**config.mk**
```make
export PLATFORM = sky130hd
export DESIGN_NAME = dht_bcd_formatter
export DESIGN_NICKNAME = d
export VERILOG_FILES = /design/src/rtl/dht_disp_pkg.sv /design/src/rtl/bcd_dd_step.sv /design/src/rtl/dht_bcd_formatter.sv
export SDC_FILE = /design/constraint.sdc
export NUM_CORES = 1
export LEC_CHECK = 0
export BUFFER_PORTS_ARGS = -buffer_cell sky130_fd_sc_hd__buf_4
export CORE_MARGIN = 2
export CORE_UTILIZATION = 40
export DETAILED_ROUTE_END_ITERATION = 6
export HOLD_SLACK_MARGIN = 0.15
export SYNTH_ARGS = -nofsm -noshare
export SYNTH_HDL_FRONTEND = slang
export SYNTH_HIERARCHICAL = 1
export SYNTH_SLANG_ARGS = --single-unit
```
**constraint.sdc**
```tcl
create_clock -name clk -period 1.8 [get_ports clk]
set_clock_uncertainty 0.15 [all_clocks]
set_input_delay 0.09 -clock clk [delete_from_list [all_inputs] [get_ports clk]]
set_output_delay 0.09 -clock clk [all_outputs]
set_load 0.05 [all_outputs]
```
**src/rtl/dht_disp_pkg.sv**
```systemverilog
// Shared definitions for the DHT display path: converter FSM states,
// overflow digit code, display slot numbering and double-dabble length.
package dht_disp_pkg;

    typedef enum logic [1:0] {
        ST_IDLE,
        ST_CONV_H,
        ST_CONV_T,
        ST_COMMIT
    } state_e;

    localparam logic [3:0] OVF_CODE_DEFAULT = 4'hE;

    localparam int unsigned DIG_T1  = 1;
    localparam int unsigned DIG_T10 = 2;
    localparam int unsigned DIG_H1  = 3;
    localparam int unsigned DIG_H10 = 4;

    localparam int unsigned ITER_CNT = 8;

endpackage

```
**src/rtl/bcd_dd_step.sv**
```systemverilog
// One double-dabble iteration: add 3 to every BCD nibble >= 5, then shift
// the next binary bit in at the LSB.
module bcd_dd_step (
    input  logic [11:0] acc_i,
    input  logic        bit_i,
    output logic [11:0] acc_o
);

    logic [11:0] adj;

    always_comb begin
        adj = acc_i;
        for (int unsigned n = 0; n < 3; n++) begin
            if (acc_i[n*4 +: 4] >= 4'd5) begin
                adj[n*4 +: 4] = acc_i[n*4 +: 4] + 4'd3;
            end
        end
        // Hundreds never exceeds 2 for an 8-bit input, so the dropped MSB is always 0.
        acc_o = (adj << 1) | {11'd0, bit_i};
    end

endmodule

```
**src/rtl/dht_bcd_formatter.sv**
```systemverilog
// Converts DHT11 humidity/temperature bytes to BCD digit pairs for the
// 7-segment scanner; all four digits and the overflow flags commit together.
module dht_bcd_formatter
    import dht_disp_pkg::*;
#(
    parameter logic [3:0] OVF_CODE = OVF_CODE_DEFAULT
) (
    input  logic       clk,
    input  logic       rst_n,
    input  logic       in_valid,
    input  logic [7:0] hum,
    input  logic [7:0] temp,
    output logic [3:0] s1_data,
    output logic [3:0] s2_data,
    output logic [3:0] s3_data,
    output logic [3:0] s4_data,
    output logic       busy,
    output logic       done,
    output logic [1:0] ovf
);

    localparam logic [2:0] LAST_ITER = 3'(ITER_CNT - 1);

    state_e      state_q, state_d;
    logic [11:0] acc_q, acc_d;
    logic [7:0]  shreg_q, shreg_d;
    logic [7:0]  temp_q, temp_d;
    logic [2:0]  cnt_q, cnt_d;
    logic [11:0] hum_bcd_q, hum_bcd_d;
    logic [3:0]  dig_q [1:4];
    logic [3:0]  dig_d [1:4];
    logic [1:0]  ovf_q, ovf_d;
    logic        done_q, done_d;
    logic        busy_q, busy_d;
    logic [11:0] step_acc;

    bcd_dd_step u_step (
        .acc_i (acc_q),
        .bit_i (shreg_q[7]),
        .acc_o (step_acc)
    );

    always_comb begin
        state_d   = state_q;
        acc_d     = acc_q;
        shreg_d   = shreg_q;
        temp_d    = temp_q;
        cnt_d     = cnt_q;
        hum_bcd_d = hum_bcd_q;
        dig_d     = dig_q;
        ovf_d     = ovf_q;
        done_d    = 1'b0;
        busy_d    = busy_q;

        case (state_q)
            ST_IDLE: begin
                if (in_valid) begin
                    shreg_d = hum;
                    temp_d  = temp;
                    acc_d   = '0;
                    cnt_d   = '0;
                    busy_d  = 1'b1;
                    state_d = ST_CONV_H;
                end
            end
            ST_CONV_H: begin
                acc_d   = step_acc;
                shreg_d = {shreg_q[6:0], 1'b0};
                cnt_d   = cnt_q + 3'd1;
                if (cnt_q == LAST_ITER) begin
                    // Humidity result parks here while the shared accumulator converts temp.
                    hum_bcd_d = step_acc;
                    acc_d     = '0;
                    shreg_d   = temp_q;
                    state_d   = ST_CONV_T;
                end
            end
            ST_CONV_T: begin
                acc_d   = step_acc;
                shreg_d = {shreg_q[6:0], 1'b0};
                cnt_d   = cnt_q + 3'd1;
                if (cnt_q == LAST_ITER) begin
                    state_d = ST_COMMIT;
                end
            end
            ST_COMMIT: begin
                if (hum_bcd_q[11:8] != 4'd0) begin
                    dig_d[DIG_H10] = OVF_CODE;
                    dig_d[DIG_H1]  = OVF_CODE;
                    ovf_d[1]       = 1'b1;
                end else begin
                    dig_d[DIG_H10] = hum_bcd_q[7:4];
                    dig_d[DIG_H1]  = hum_bcd_q[3:0];
                    ovf_d[1]       = 1'b0;
                end
                if (acc_q[11:8] != 4'd0) begin
                    dig_d[DIG_T10] = OVF_CODE;
                    dig_d[DIG_T1]  = OVF_CODE;
                    ovf_d[0]       = 1'b1;
                end else begin
                    dig_d[DIG_T10] = acc_q[7:4];
                    dig_d[DIG_T1]  = acc_q[3:0];
                    ovf_d[0]       = 1'b0;
                end
                done_d  = 1'b1;
                busy_d  = 1'b0;
                state_d = ST_IDLE;
            end
            default: state_d = ST_IDLE;
        endcase
    end

    always_ff @(posedge clk or negedge rst_n) begin
        if (!rst_n) begin
            state_q   <= ST_IDLE;
            acc_q     <= '0;
            shreg_q   <= '0;
            temp_q    <= '0;
            cnt_q     <= '0;
            hum_bcd_q <= '0;
            for (int unsigned i = 1; i <= 4; i++) begin
                dig_q[i] <= '0;
            end
            ovf_q     <= '0;
            done_q    <= 1'b0;
            busy_q    <= 1'b0;
        end else begin
            state_q   <= state_d;
            acc_q     <= acc_d;
            shreg_q   <= shreg_d;
            temp_q    <= temp_d;
            cnt_q     <= cnt_d;
            hum_bcd_q <= hum_bcd_d;
            for (int unsigned i = 1; i <= 4; i++) begin
                dig_q[i] <= dig_d[i];
            end
            ovf_q     <= ovf_d;
            done_q    <= done_d;
            busy_q    <= busy_d;
        end
    end

    assign s1_data = dig_q[DIG_T1];
    assign s2_data = dig_q[DIG_T10];
    assign s3_data = dig_q[DIG_H1];
    assign s4_data = dig_q[DIG_H10];
    assign busy    = busy_q;
    assign done    = done_q;
    assign ovf     = ovf_q;

endmodule

```
### Word level (Yosys, flattened, before mapping)

Index checks and enable logic that the tools add are counted.
W data, S select, Z words.

| word-level totals | value |
|---|---|
| bits in registers | 65 |

| cells by class | value |
|---|---|
| bitwise operators | 1 |
| add/sub/neg operators | 4 |
| muxes and demuxes | 22 |
| reduce and logical (&&, ||, !) cells | 13 |
| equality and inequality tests | 7 |
| magnitude comparators | 3 |

Operators with widths:

| operator | number |
|---|---|
| $pmux W12 S3 | 1 |
| $mux W8 | 4 |
| $mux W12 | 2 |
| $pmux W8 S3 | 1 |
| $ge A4 B3 Y1 const B | 3 |
| $or A12 B1 Y12 | 1 |
| $reduce_and A2 Y1 | 5 |
| $add A4 B2 Y4 const B | 2 |
| $mux W4 | 2 |
| $pmux W2 S4 | 1 |
| $reduce_bool A4 Y1 | 2 |
| $mux W2 | 3 |
| $mux W3 | 2 |
| $ne A2 B2 Y1 const B | 3 |
| $pmux W3 S2 | 1 |
| $eq A2 B2 Y1 const B | 2 |
| $mux W1 | 4 |
| $reduce_bool A2 Y1 | 2 |
| $add A3 B1 Y3 const B | 1 |
| $add A3 B2 Y3 const B | 1 |
| $eq A3 B3 Y1 const B | 1 |
| $reduce_and A3 Y1 | 1 |
| $reduce_bool A3 Y1 | 1 |
| $eq A2 B1 Y1 const B | 1 |
| other kinds (3) | 3 |

### Logic depth before layout (Yosys ltp)

Gate-level depths: netlist (run 1).

| depth | value |
|---|---|
| word-level depth | 5 |
| gate-level depth with buffers | 7 |
| mapped depth without buffers | 7 |

### Modules after synthesis

The synthesis (run 1) kept the hierarchy.

Modules (own cells, without submodules):

| module | cells an instance | sequential area each (sq um) | area each (sq um) | instances |
|---|---|---|---|---|
| dht_bcd_formatter | 258 | 1626.6 | 2911.5 | 1 |
| bcd_dd_step | 45 | 0.0 | 291.5 | 1 |

### Worst setup path before layout (run 1)

OpenSTA, ideal clock, no wires.

| timing | value |
|---|---|
| path kind | register to register |
| from | reg cnt_q[0] |
| to | reg shreg_q[3] |
| buffers on the path | 1 |
| clock period less this slack | 1752 ps |
| path slack | 48 ps |
| cell stages (with the launch flop) | 7 |
| data required time | 1521 ps |
| arrival | 1473 ps |
| path through | dfrtp_1 ha_1 ha_1 buf_6 mux2_2 a221oi_1 o31ai_1 |

| on the way | value |
|---|---|
| longest elaborated chain between the ends | 3 |

RTL lines:

| element | RTL line | source |
|---|---|---|
| start: declaration | dht_bcd_formatter.sv:28 | `logic [2:0] cnt_q, cnt_d;` |
| start signal: assignment | dht_bcd_formatter.sv:132 | `cnt_q <= cnt_d;` |
| $eq A3 B3 Y1 | dht_bcd_formatter.sv:70 | `if (cnt_q == LAST_ITER) begin` |
| $mux W8 | dht_bcd_formatter.sv:70 |  |
| $pmux W8 S3 | dht_bcd_formatter.sv:55 | `case (state_q)` |
| end signal: assignment | dht_bcd_formatter.sv:130 | `shreg_q <= shreg_d;` |
| end: declaration | dht_bcd_formatter.sv:26 | `logic [7:0] shreg_q, shreg_d;` |

No other way between the ends.
A chain may end at the register's enable or synchronous reset.

### Worst setup path in the final report (run 1)

| timing | value |
|---|---|
| from | reg state_q[1] |
| to | reg acc_q[7] |

| on the way | value |
|---|---|
| longest elaborated chain between the ends | 3 |

RTL lines:

| element | RTL line | source |
|---|---|---|
| start: declaration | dht_bcd_formatter.sv:24 | `state_e state_q, state_d;` |
| start signal: assignment | dht_bcd_formatter.sv:128 | `state_q <= state_d;` |
| $eq A2 B2 Y1, or another cell as far along | dht_bcd_formatter.sv:55 |  |
| $reduce_bool A3 Y1 (no source line) / $ne A2 B2 Y1 (equally long branches) | -- |  |
| $reduce_and A2 Y1 (no source line) | -- |  |
| end signal: assignment | dht_bcd_formatter.sv:116 | `acc_q <= '0;` |
| end signal: assignment | dht_bcd_formatter.sv:129 | `acc_q <= acc_d;` |
| end: declaration | dht_bcd_formatter.sv:25 | `logic [11:0] acc_q, acc_d;` |

Several ways; a longest one is shown, not always the timed one.

==> results of run 1 <==
==> power breakdown <==
part           internal (µW)  leakage (µW)  total, µW  switching (µW)
logic                   1250       0.00109       2780            1530
clock network            648      0.000102       1210             558
registers               1790      0.000862       2030             235
total                   3690       0.00206       6010            2320
==> timing repair <==
| action | CTS | global route |
|---|---|---|
| hold buffers | 19 | 0 |
| setup endpoints to repair | 5 | 27 |
| hold endpoints to repair | 85 | 0 |
| pin swaps | 0 | 3 |
| gates resized for setup | 3 | 29 |
| buffers inserted | 0 | 6 |
| gates cloned | 0 | 1 |
==> final cells by class <==
type | count | area share [%]
clock buffers | 14 | 4.233
clock inverters | 2 | 0.2320
multi-input cells | 196 | 35.43
repair buffers | 85 | 17.14
well taps | 102 | 2.957
flip-flops and latches | 65 | 37.75
inverters | 25 | 2.262
==> worst max-delay path by stage <==
stage	start	to	slack [ps]	depth (start not counted)
6_report	state_q[1]	acc_q[7]	70	6
5_1_grt	acc_q[5]	acc_q[6]	-20	7
4_1_cts	cnt_q[0]	shreg_q[5]	2	5
3_5_place_dp	cnt_q[0]	shreg_q[6]	-30	5
3_3_place_gp	cnt_q[0]	shreg_q[4]	20	5
2_1_floorplan	cnt_q[0]	shreg_q[3]	50	6
==> cells by family (layout without fill, tap and decap cells) <==
family,after synthesis,count (layout)
AOI/OAI and AO/OA,79,79
DFF,65,65
and+or+nand+nor,65,65
buffers and inverters,42,126
muxes,36,36
adders and majority gates,13,13
xor gates and xnor gates,3,3
==> sequential cells by signal, summed over array words and instances, names as in the netlist, 3 cells and up <==
name       count
acc_q         12
cnt_q          3
hum_bcd_q     12
s1_data        4
s2_data        4
s3_data        4
s4_data        4
shreg_q        8
temp_q         8
==> cell usage in the layout, fill, tap and decap left out, types with 3 or more instances in the layout <==
master	count
xnor2_1	3
o31ai_2	5
a221oi_1	4
inv_1	23
buf_12	4
a21oi_2	3
o31ai_1	15
mux2_2	15
o21ai_1	3
ha_2	4
buf_4	60
nand2b_1	6
dfrtp_1	63
o21ai_0	38
clkbuf_8	13
ha_1	3
mux2i_1	21
a221oi_2	3
nand2_1	39
ha_4	6
nor2_1	15
dlygate4sd3_1	19
==> critical path, stage by stage, from the launching register on <==
cell	delay, ps
dfrtp_1	380
inv_1	130
ha_4	310
buf_6	150
o21ai_1	110
clkbuf_4	200
o31ai_1	200
==> through the flow <==
step	TNS (ps)	power [µW]	setup slack (ps)	area [µm²]
floorplan	0	3661	48.49	3203
global placement	0	4368	21.76	3736
detailed placement	-87.32	4435	-34.25	3736
CTS	0	5678	2.302	4126
global route	-32.97	6397	-24.07	4315
finish	0	6011	65.74	4315
==> metal layers <==
metal  share of wire (%)  track usage (%)
met4                 1.4            8.211
met5                   0                0
met2                  48            27.40
met1                  48            24.75
met3                 2.8            3.465
==> summary.txt, run 1 <==
Timing
  • Max_slew headroom: 64.62%
  • Endpoints failing hold: 0
  • Worst-margin pin slew: 528.9 ps
  • Final critical-path share of the clock period: a little over nine tenths
  • Max Slew Vio Count: 0
  • RSZ-0062 raised after global routing: yes
  • Fmax: approximately 580 MHz
  • WHS: between 300 and 400 ps
  • Setup Viol. Count Final: 0
  • Clock period minus worst slack: between 1500 and 2000 ps

Run
  • Max_cap viols: 0

Hold path
  • Hold Path End: hum_bcd_q[4]
  • Min-delay src: hum_bcd_q[4]
  • Worst min path class: reg -> reg
  • Worst Hold Depth: 2

Drt
  • Pre-Repair DR Iteration Count: 4
  • Vias: about 2.5k
  • Initial DRC Count: 75
  • Wire per inst: roughly 15 µm
  • Total Wirelength: a little over 7 mm
  • Residual DRC: 0
  • Antenna viol nets, final: 0
  • Vias per cell: roughly 5

Synth
  • Sequential cell area fraction in the yosys report: between 50% and 60%
  • Post-synthesis average cell area: about 11 µm²
  • Post-synth top cells: 65 x dfrtp_1, 39 x nand2_1, 39 x o21ai_0
  • Post-Synth Adder-Cell Area: 5.078%
  • Post-Synth Simple-Gate Area: around 8.7%
  • Largest family of logic cells by synthesized area: compound AO/OA/AOI/OAI gates
  • Number of synthesized flops with an enable pin: 0
  • Mux cell area share after synthesis: 11.84%
  • Synth async-reset ratio: 100.0%
  • Synth unique cells: 28
  • Cell accounting for the most synthesized area: dfrtp_1
  • Top_reg_cell synth: dfrtp_1
  • Synthesized flop and latch total: between 60 and 70
  • Post-Syn Instances: between 300 and 400
  • Area share of the largest cell type after synthesis: between 50% and 60%
  • Cell Area, Synth: between 3000 and 4000 µm²
  • Synth warn: 6
  • Most common cell in the netlist: dfrtp_1
  • Synth top area cells: dfrtp_1 51%, mux2i_1 6.6%, o21ai_0 6.1%
  • XOR/XNOR Fraction of Synth Area: less than 1%
  • Mapped Nets: 335
  • Synth Area in Compound Gates: 17.03%

Finish
  • ANT cells: 0
  • Nets: between 400 and 500
  • FF/Latch Area: roughly 1600 µm²
  • Finished Layout Cells: about 500
  • Number of fill cells: between 600 and 700
  • Area of the multi-input gates: 1529 µm²
  • Layout cells sized above 1: between 30 and 40%
  • Final core occ: 55.85%
  • Layout area overhead: 34.73%

Worst setup path
  • CP Launch Type: register
  • Worst reg2reg setup slack: ~66 ps
  • Worst EP required: approximately 1900 ps
  • Critical path fanouts, max: 12
  • WP data arrival: between 1500 and 2000 ps
  • CP Class: reg -> reg
  • FF-to-FF path depth: 6
  • R2r startpoint: state_q[1]
  • Critical path capture point type: register
  • Reg2reg end: acc_q[7]

Status
  • Status: finished, final reports clean

Placement
  • Placed insts: about 450
  • Final RePlAce weighted congestion: approximately 0.79
  • I/O Buffers: 38
  • DP HPWL: approximately 4.8 mm

Pwr
  • Worst ir drop on vdd: about 0.0013 V
  • Pwr Density: between 1000 and 1500 nW/µm²
  • Leak: between 0.002 and 0.0025 µW

Clock tree
  • Root Driver: clkbuf_8
  • H-Tree Depth: 3
  • Worst-case clock buffer depth: 2
  • # clock sinks: 65
  • Number of CTS-inserted buffers: 9
  • TritonCTS clock tree: built
  • Worst-skew pair later-pin latency: 340 ps
  • Worst-path clk slew: ~70 ps

Global routing
  • Largest net degree at the start of global routing: 35
  • First-pass GRT wire length: 12.29 mm
  • Vias in the first global route: between 2k and 3k
  • Initial antenna violation count: 0
  • All-Layer GR Usage: about 18%
  • Overflow after GRT: 0

Floorplan
  • Core area: about 7700 µm²
  • Die height: around 93 µm
  • Die Wd: 93.49 µm
  • Io pins: 39
  • Total die area: 8739 µm²
  • Initial Utilization: between 40% and 50%
  • Row Count: 32
No activity file was read; power rests on OpenSTA's default activity.
==> inputs of run 2 (changes only) <==
Settings changed: RECOVER_POWER set to 50, TNS_END_PERCENT set to 30.
==> summary.txt, run 2 (synthesized netlist as in run 1, its figures left out) <==
Pwr
  • Leak: 0.001954 µW (-5.0%)
  • Clock network power share: 20.2% (about the same)
  • Sw frac: 38.88% (+0.29 points)
  • Net switching power figure: 2314 µW (-0.23%)
  • Pint: 3638 µW (-1.5%)
  • Pwr Total: 5952 µW (-0.98%)
  • Comb power frac: 45.6% (-0.6 points)
  • Worst ir drop on vdd: 0.001282 V (-0.19%)
  • Sequential power share: 34.2% (+0.5 points)
  • Pwr Density: 1411 nW/µm² (+1.3%)

Finish
  • Layout area overhead: 31.68%
  • ANT cells: 0 (unchanged)
  • Nets: 411 (-0.72%)
  • Commonest non-fill, non-tap cell in the layout: dfrtp_1
  • Most frequent cells in the layout: 63 x dfrtp_1, 39 x nand2_1, 38 x o21ai_0
  • Top flop regs: acc_q (12), hum_bcd_q (12)
  • Finished Layout Cells: 486 (-0.61%)
  • Finished Cell Area: 4218 µm² (-2.3%)
  • Final core occ: 54.58% (-1.3 points)
  • Number of fill cells: 697 (+2.5%)
  • Layout cells sized above 1: 27.08% (-5.5 points)

Global routing
  • Initial antenna violation count: 0 (unchanged)
  • Largest net degree at the start of global routing: 35 (unchanged)
  • First-pass GRT wire length: 12.29 mm (unchanged)
  • All-Layer GR Usage: 17.97% (unchanged)
  • Overflow after GRT: 0 (unchanged)
  • Vias in the first global route: 2508 (unchanged)

Hold path
  • Worst min path class: reg -> reg

Timing
  • Fmax: 581.0 MHz (+0.76%)
  • Setup Viol. Count Final: 0 (unchanged)
  • Setup ws final: 78.83 ps (+13.10 ps)
  • Max_slew headroom: 59.22% (-5.4 points)
  • Max Slew Vio Count: 0 (unchanged)
  • RSZ-0062 raised after global routing: yes
  • Worst-margin pin slew: 614.3 ps (+85.37 ps)
  • Endpoints failing hold: 0 (unchanged)
  • Clock period minus worst slack: 1721 ps (-13.10 ps)
  • Final critical-path share of the clock period: 95.62% (-0.73 points)

Drt
  • Pre-Repair DR Iteration Count: 4 (unchanged)
  • Antenna viol nets, final: 0 (unchanged)
  • Vias per cell: 5.014 (about the same)
  • Wire per inst: 14.87 µm (+0.73%)
  • Vias: 2437 (-0.61%)
  • Total Wirelength: 7.226 mm (+0.11%)
  • Residual DRC: 0 (unchanged)
  • Initial DRC Count: 75 (unchanged)

Worst setup path
  • Worst EP required: 1890 ps (about the same)
  • Critical path fanouts, max: 12 (unchanged)
  • CP Launch Type: register
  • WP data arrival: 1820 ps (about the same)
  • Critical path capture point type: register
  • Worst reg2reg setup slack: 80 ps (about the same)
  • CP Class: reg -> reg

Clock tree
  • Number of CTS-inserted buffers: 9 (unchanged)
  • Worst-path clk slew: 70 ps (about the same)
  • Worst-case clock buffer depth: 2 (unchanged)
  • H-Tree Depth: 3 (unchanged)
  • Worst-skew pair later-pin latency: 340 ps (about the same)
  • TritonCTS clock tree: built
  • Root Driver: clkbuf_8
  • # clock sinks: 65 (unchanged)

Floorplan
  • Core area: 7727 µm² (unchanged)
  • Die Wd: 93.49 µm (unchanged)
  • Row Count: 32 (unchanged)
  • Die height: 93.49 µm (unchanged)
  • Total die area: 8739 µm² (unchanged)
  • Io pins: 39 (unchanged)
  • Initial Utilization: 41.45% (unchanged)

Placement
  • Placed Area: 3736 µm² (unchanged)
  • I/O Buffers: 38 (unchanged)
  • Final RePlAce weighted congestion: 0.7924 (unchanged)
  • DP HPWL: 4.779 mm (unchanged)
  • Placed insts: 447 (unchanged)
  • Placement Setup Slack: -34.25 ps (unchanged)

Status
  • Status: finished, final reports clean

Run
  • Max_cap viols: 0 (unchanged)
run 2: timing repair:
action                                 CTS  global route
setup endpoints to repair                5            27
endpoints found under the hold margin   85             0
pin swaps                                0             4
buffers inserted                         0             3
gates cloned                             0             1
resized for setup                        3            30
hold buffers                            19             0
run 2: final cells by class:
class                      count  area, µm²  area share [%]
clock inverter                 2      10.01          0.2373
multi-input combinational    196       1529           36.25
inverter                      25      97.59           2.314
clock buffer                  14      182.7           4.331
timing repair buffer          82      641.9           15.22
sequential                    65       1629           38.62
tap                          102      127.6           3.026
run 2: metal layers:
layer  track usage, %  routed length [µm]  up-vias
li1                 -                   -     1200
met1            24.75                3473     1183
met2            27.40                3421       43
met3            3.465                 209       11
met4            8.211                 121        0
met5                0                   0        -
run 2: stage by stage:
step	setup TNS, ps	hold slack, ps
2_1_floorplan	0	-355.6
3_3_place_gp	0	-72.51
3_5_place_dp	-87.32	-66.17
4_1_cts	0	337.5
5_1_grt	-52.27	364.3
6_report	0	331.4
run 2: final timing paths:
kind                                      to  depth (start not counted)          from
worst max-delay path                acc_q[2]                          6    state_q[0]
worst min-delay path            hum_bcd_q[4]                          2  hum_bcd_q[4]
worst max register to register      acc_q[2]                          6    state_q[0]
worst min register to register  hum_bcd_q[4]                          2  hum_bcd_q[4]
max in group asynchronous         state_q[0]                          4         rst_n
min in group asynchronous         s4_data[2]                          3         rst_n
run 2: critical path: stages (launching register included):
cell and delay (ps):
dfrtp_2 420, inv_2 80, ha_4 290, buf_6 150, o21ai_1 110, buf_4 180, o31ai_1 230
run 2: power by group through the flow:
stage | logic, µW | clock network [µW] | registers, µW
floorplan | 1530 | 0 | 2130
global placement | 2360 | 0 | 2010
detailed placement | 2420 | 0 | 2020
CTS | 2460 | 1230 | 1990
global route | 2970 | 1300 | 2070
finish | 2710 | 1200 | 2030
==> inputs of run 3 (changes only) <==
Settings changed: CORE_UTILIZATION 40 to 38, PLACE_DENSITY_LB_ADDON set to 0.1.
==> summary.txt, run 3 (synthesized netlist as in run 1, its figures left out) <==
Finish
  • ANT cells: 0 (unchanged)
  • Layout area overhead: 31.09%
  • Commonest non-fill, non-tap cell in the layout: dfrtp_1
  • Finished Layout Cells: 494 (+1.6%)
  • Layout cells sized above 1: 26.22% (-0.86 points)
  • Top flop regs: acc_q (12), hum_bcd_q (12)
  • Nets: 417 (+1.5%)
  • Most frequent cells in the layout: 64 x dfrtp_1, 42 x buf_4, 39 x nand2_1, 39 x o21ai_0, 23 x clkbuf_1

Run
  • Max_cap viols: 0 (unchanged)

Clock tree
  • # clock sinks: 65 (unchanged)
  • Number of CTS-inserted buffers: 9 (unchanged)
  • Root Driver: clkbuf_8
  • Worst-skew pair later-pin latency: 330 ps (about the same)
  • H-Tree Depth: 3 (unchanged)
  • Worst-case clock buffer depth: 2 (unchanged)
  • TritonCTS clock tree: built
  • Worst-path clk slew: 70 ps (about the same)

Placement
  • Placement Setup Slack: -26.34 ps (+7.911 ps)
  • DP HPWL: 5.008 mm (+4.8%)
  • Final RePlAce weighted congestion: 0.7592 (-4.2%)
  • Placed insts: 456 (+2.0%)
  • I/O Buffers: 38 (unchanged)

Global routing
  • Largest net degree at the start of global routing: 37 (+5.7%)
  • Vias in the first global route: 2382 (-5.0%)
  • First-pass GRT wire length: 12.07 mm (-1.8%)
  • Initial antenna violation count: 0 (unchanged)
  • All-Layer GR Usage: 17.35% (-0.62 points)
  • Overflow after GRT: 0 (unchanged)

Hold path
  • Worst Hold Depth: 2 (unchanged)
  • Min-delay src: hum_bcd_q[4]
  • Worst min path class: reg -> reg
  • Hold Path End: hum_bcd_q[4]

Timing
  • Worst-margin pin slew: 604.5 ps (-9.812 ps)
  • Max_slew headroom: 59.87% (+0.65 points)
  • Max Slew Vio Count: 0 (unchanged)
  • Setup ws final: 57.02 ps (-21.82 ps)
  • Endpoints failing hold: 0 (unchanged)
  • Setup Viol. Count Final: 0 (unchanged)
  • Final critical-path share of the clock period: 96.83% (+1.2 points)
  • Fmax: 573.7 MHz (-1.3%)
  • Clock period minus worst slack: 1743 ps (+21.82 ps)
  • RSZ-0062 raised after global routing: yes

Pwr
  • Net switching power figure: 2311 µW (-0.14%)
  • Clock network power share: 19.4% (-0.8 points)
  • Leak: 0.001962 µW (+0.40%)
  • Worst ir drop on vdd: 0.001320 V (+2.9%)
  • Pint: 3680 µW (+1.2%)
  • Comb power frac: 46.8% (+1.2 points)
  • Sw frac: 38.57% (-0.31 points)
  • Sequential power share: 33.8% (-0.4 points)
  • Pwr Density: 1427 nW/µm² (+1.1%)

Floorplan
  • Io pins: 39 (unchanged)
  • Die height: 95.81 µm (+2.5%)
  • Die Wd: 95.81 µm (+2.5%)
  • Initial Utilization: 39.18% (-2.3 points)
  • Row Count: 33 (+3.1%)
  • Core area: 8175 µm² (+5.8%)
  • Total die area: 9180 µm² (+5.0%)

Worst setup path
  • FF-to-FF path depth: 8 (+2)
  • Reg2reg end: acc_q[1]
  • Slowest Stage Delay on Critical Path: 430 ps (about the same)
  • Critical path capture point type: register
  • Worst reg2reg setup slack: 60 ps (-20 ps)
  • Critical path fanouts, max: 6 (-6)
  • CP max stage cell: dfrtp_2
  • Most frequent CP cell: inv_1
  • WP data arrival: 1830 ps (about the same)
  • Worst EP required: 1890 ps (about the same)
  • Crit-path cells: inv_1 > ha_2 > nand2b_4 > a21oi_4 > buf_4 > xnor2_1 > inv_1 > o31ai_2
  • R2r startpoint: acc_q[0]
  • CP Launch Type: register
  • CP Class: reg -> reg

Drt
  • Total Wirelength: 7.444 mm (+3.0%)
  • Antenna viol nets, final: 0 (unchanged)
  • Residual DRC: 0 (unchanged)
  • Wire per inst: 15.07 µm (+1.3%)
  • Initial DRC Count: 62 (-17%)
  • Vias: 2465 (+1.1%)
  • Vias per cell: 4.990 (-0.49%)
  • Pre-Repair DR Iteration Count: 4 (unchanged)

Status
  • Status: finished, final reports clean
[run 3: critical path, delay by kind of cell, from the launching register on]
family                     cells  cell delay, ps
adders and majority gates      1             220
xor gates and xnor gates       1             110
buffers and inverters          3             310
and+or+nand+nor                1              70
AOI/OAI and AO/OA              2             370
DFF                            1             430
[run 3: worst max-delay path by stage]
stage / from / to / slack (ps) / cells past startpoint
floorplan: cnt_q[0] / shreg_q[3] / 50 / 6
global placement: cnt_q[0] / shreg_q[3] / 30 / 5
detailed placement: cnt_q[0] / shreg_q[5] / -30 / 5
CTS: cnt_q[0] / shreg_q[6] / -40 / 5
global route: acc_q[0] / acc_q[1] / -50 / 8
finish: acc_q[0] / acc_q[1] / 60 / 8
[run 3: repair_timing]
item | 4_1_cts | 5_1_grt
hold buffers | 19 | 0
gates resized for setup | 0 | 24
pin swaps | 0 | 4
gates cloned | 0 | 0
buffers inserted | 0 | 4
endpoints found under the setup margin | 7 | 23
hold endpoints to repair | 85 | 0
[run 3: power by group through the flow]
stage | sequential, µW | combinational [µW] | clock, µW
5_1_grt | 2070 | 3070 | 1280
2_1_floorplan | 2130 | 1530 | 0
3_5_place_dp | 2010 | 2550 | 0
3_3_place_gp | 2010 | 2500 | 0
6_report | 2020 | 2800 | 1160
4_1_cts | 1990 | 2580 | 1210
[run 3: per-layer routing]
| metal | vias to the layer above | part of all wire, % | track usage, % |
|---|---|---|---|
| met5 | - | 0 | 0 |
| met1 | 1210 | 53 | 25.71 |
| li1 | 1215 | - | - |
| met2 | 30 | 43 | 24.88 |
| met4 | 0 | 1.5 | 6.786 |
| met3 | 10 | 2.3 | 3.367 |
[run 3: cell type report]
cell class,count,area [µm²]
repair buffers,88,676.9
fillers,799,3976
flip-flops and latches,65,1628
inverters,25,93.84
clock buffers,11,131.4
well taps,105,131.4
clock inverters,4,45.04
multi-input cells,196,1493
[run 3: through the flow]
step	utilization (%)	setup TNS [ps]	total power (µW)	area, µm²	hold slack, ps
finish	51.36	0	5991	4199	330.0
global route	51.36	-53.48	6421	4199	364.5
CTS	50.78	-174.0	5782	4151	336.8
detailed placement	46.30	-73.58	4561	3785	-59.88
global placement	46.30	0	4513	3785	-61.41
floorplan	-	0	3661	3203	-355.6
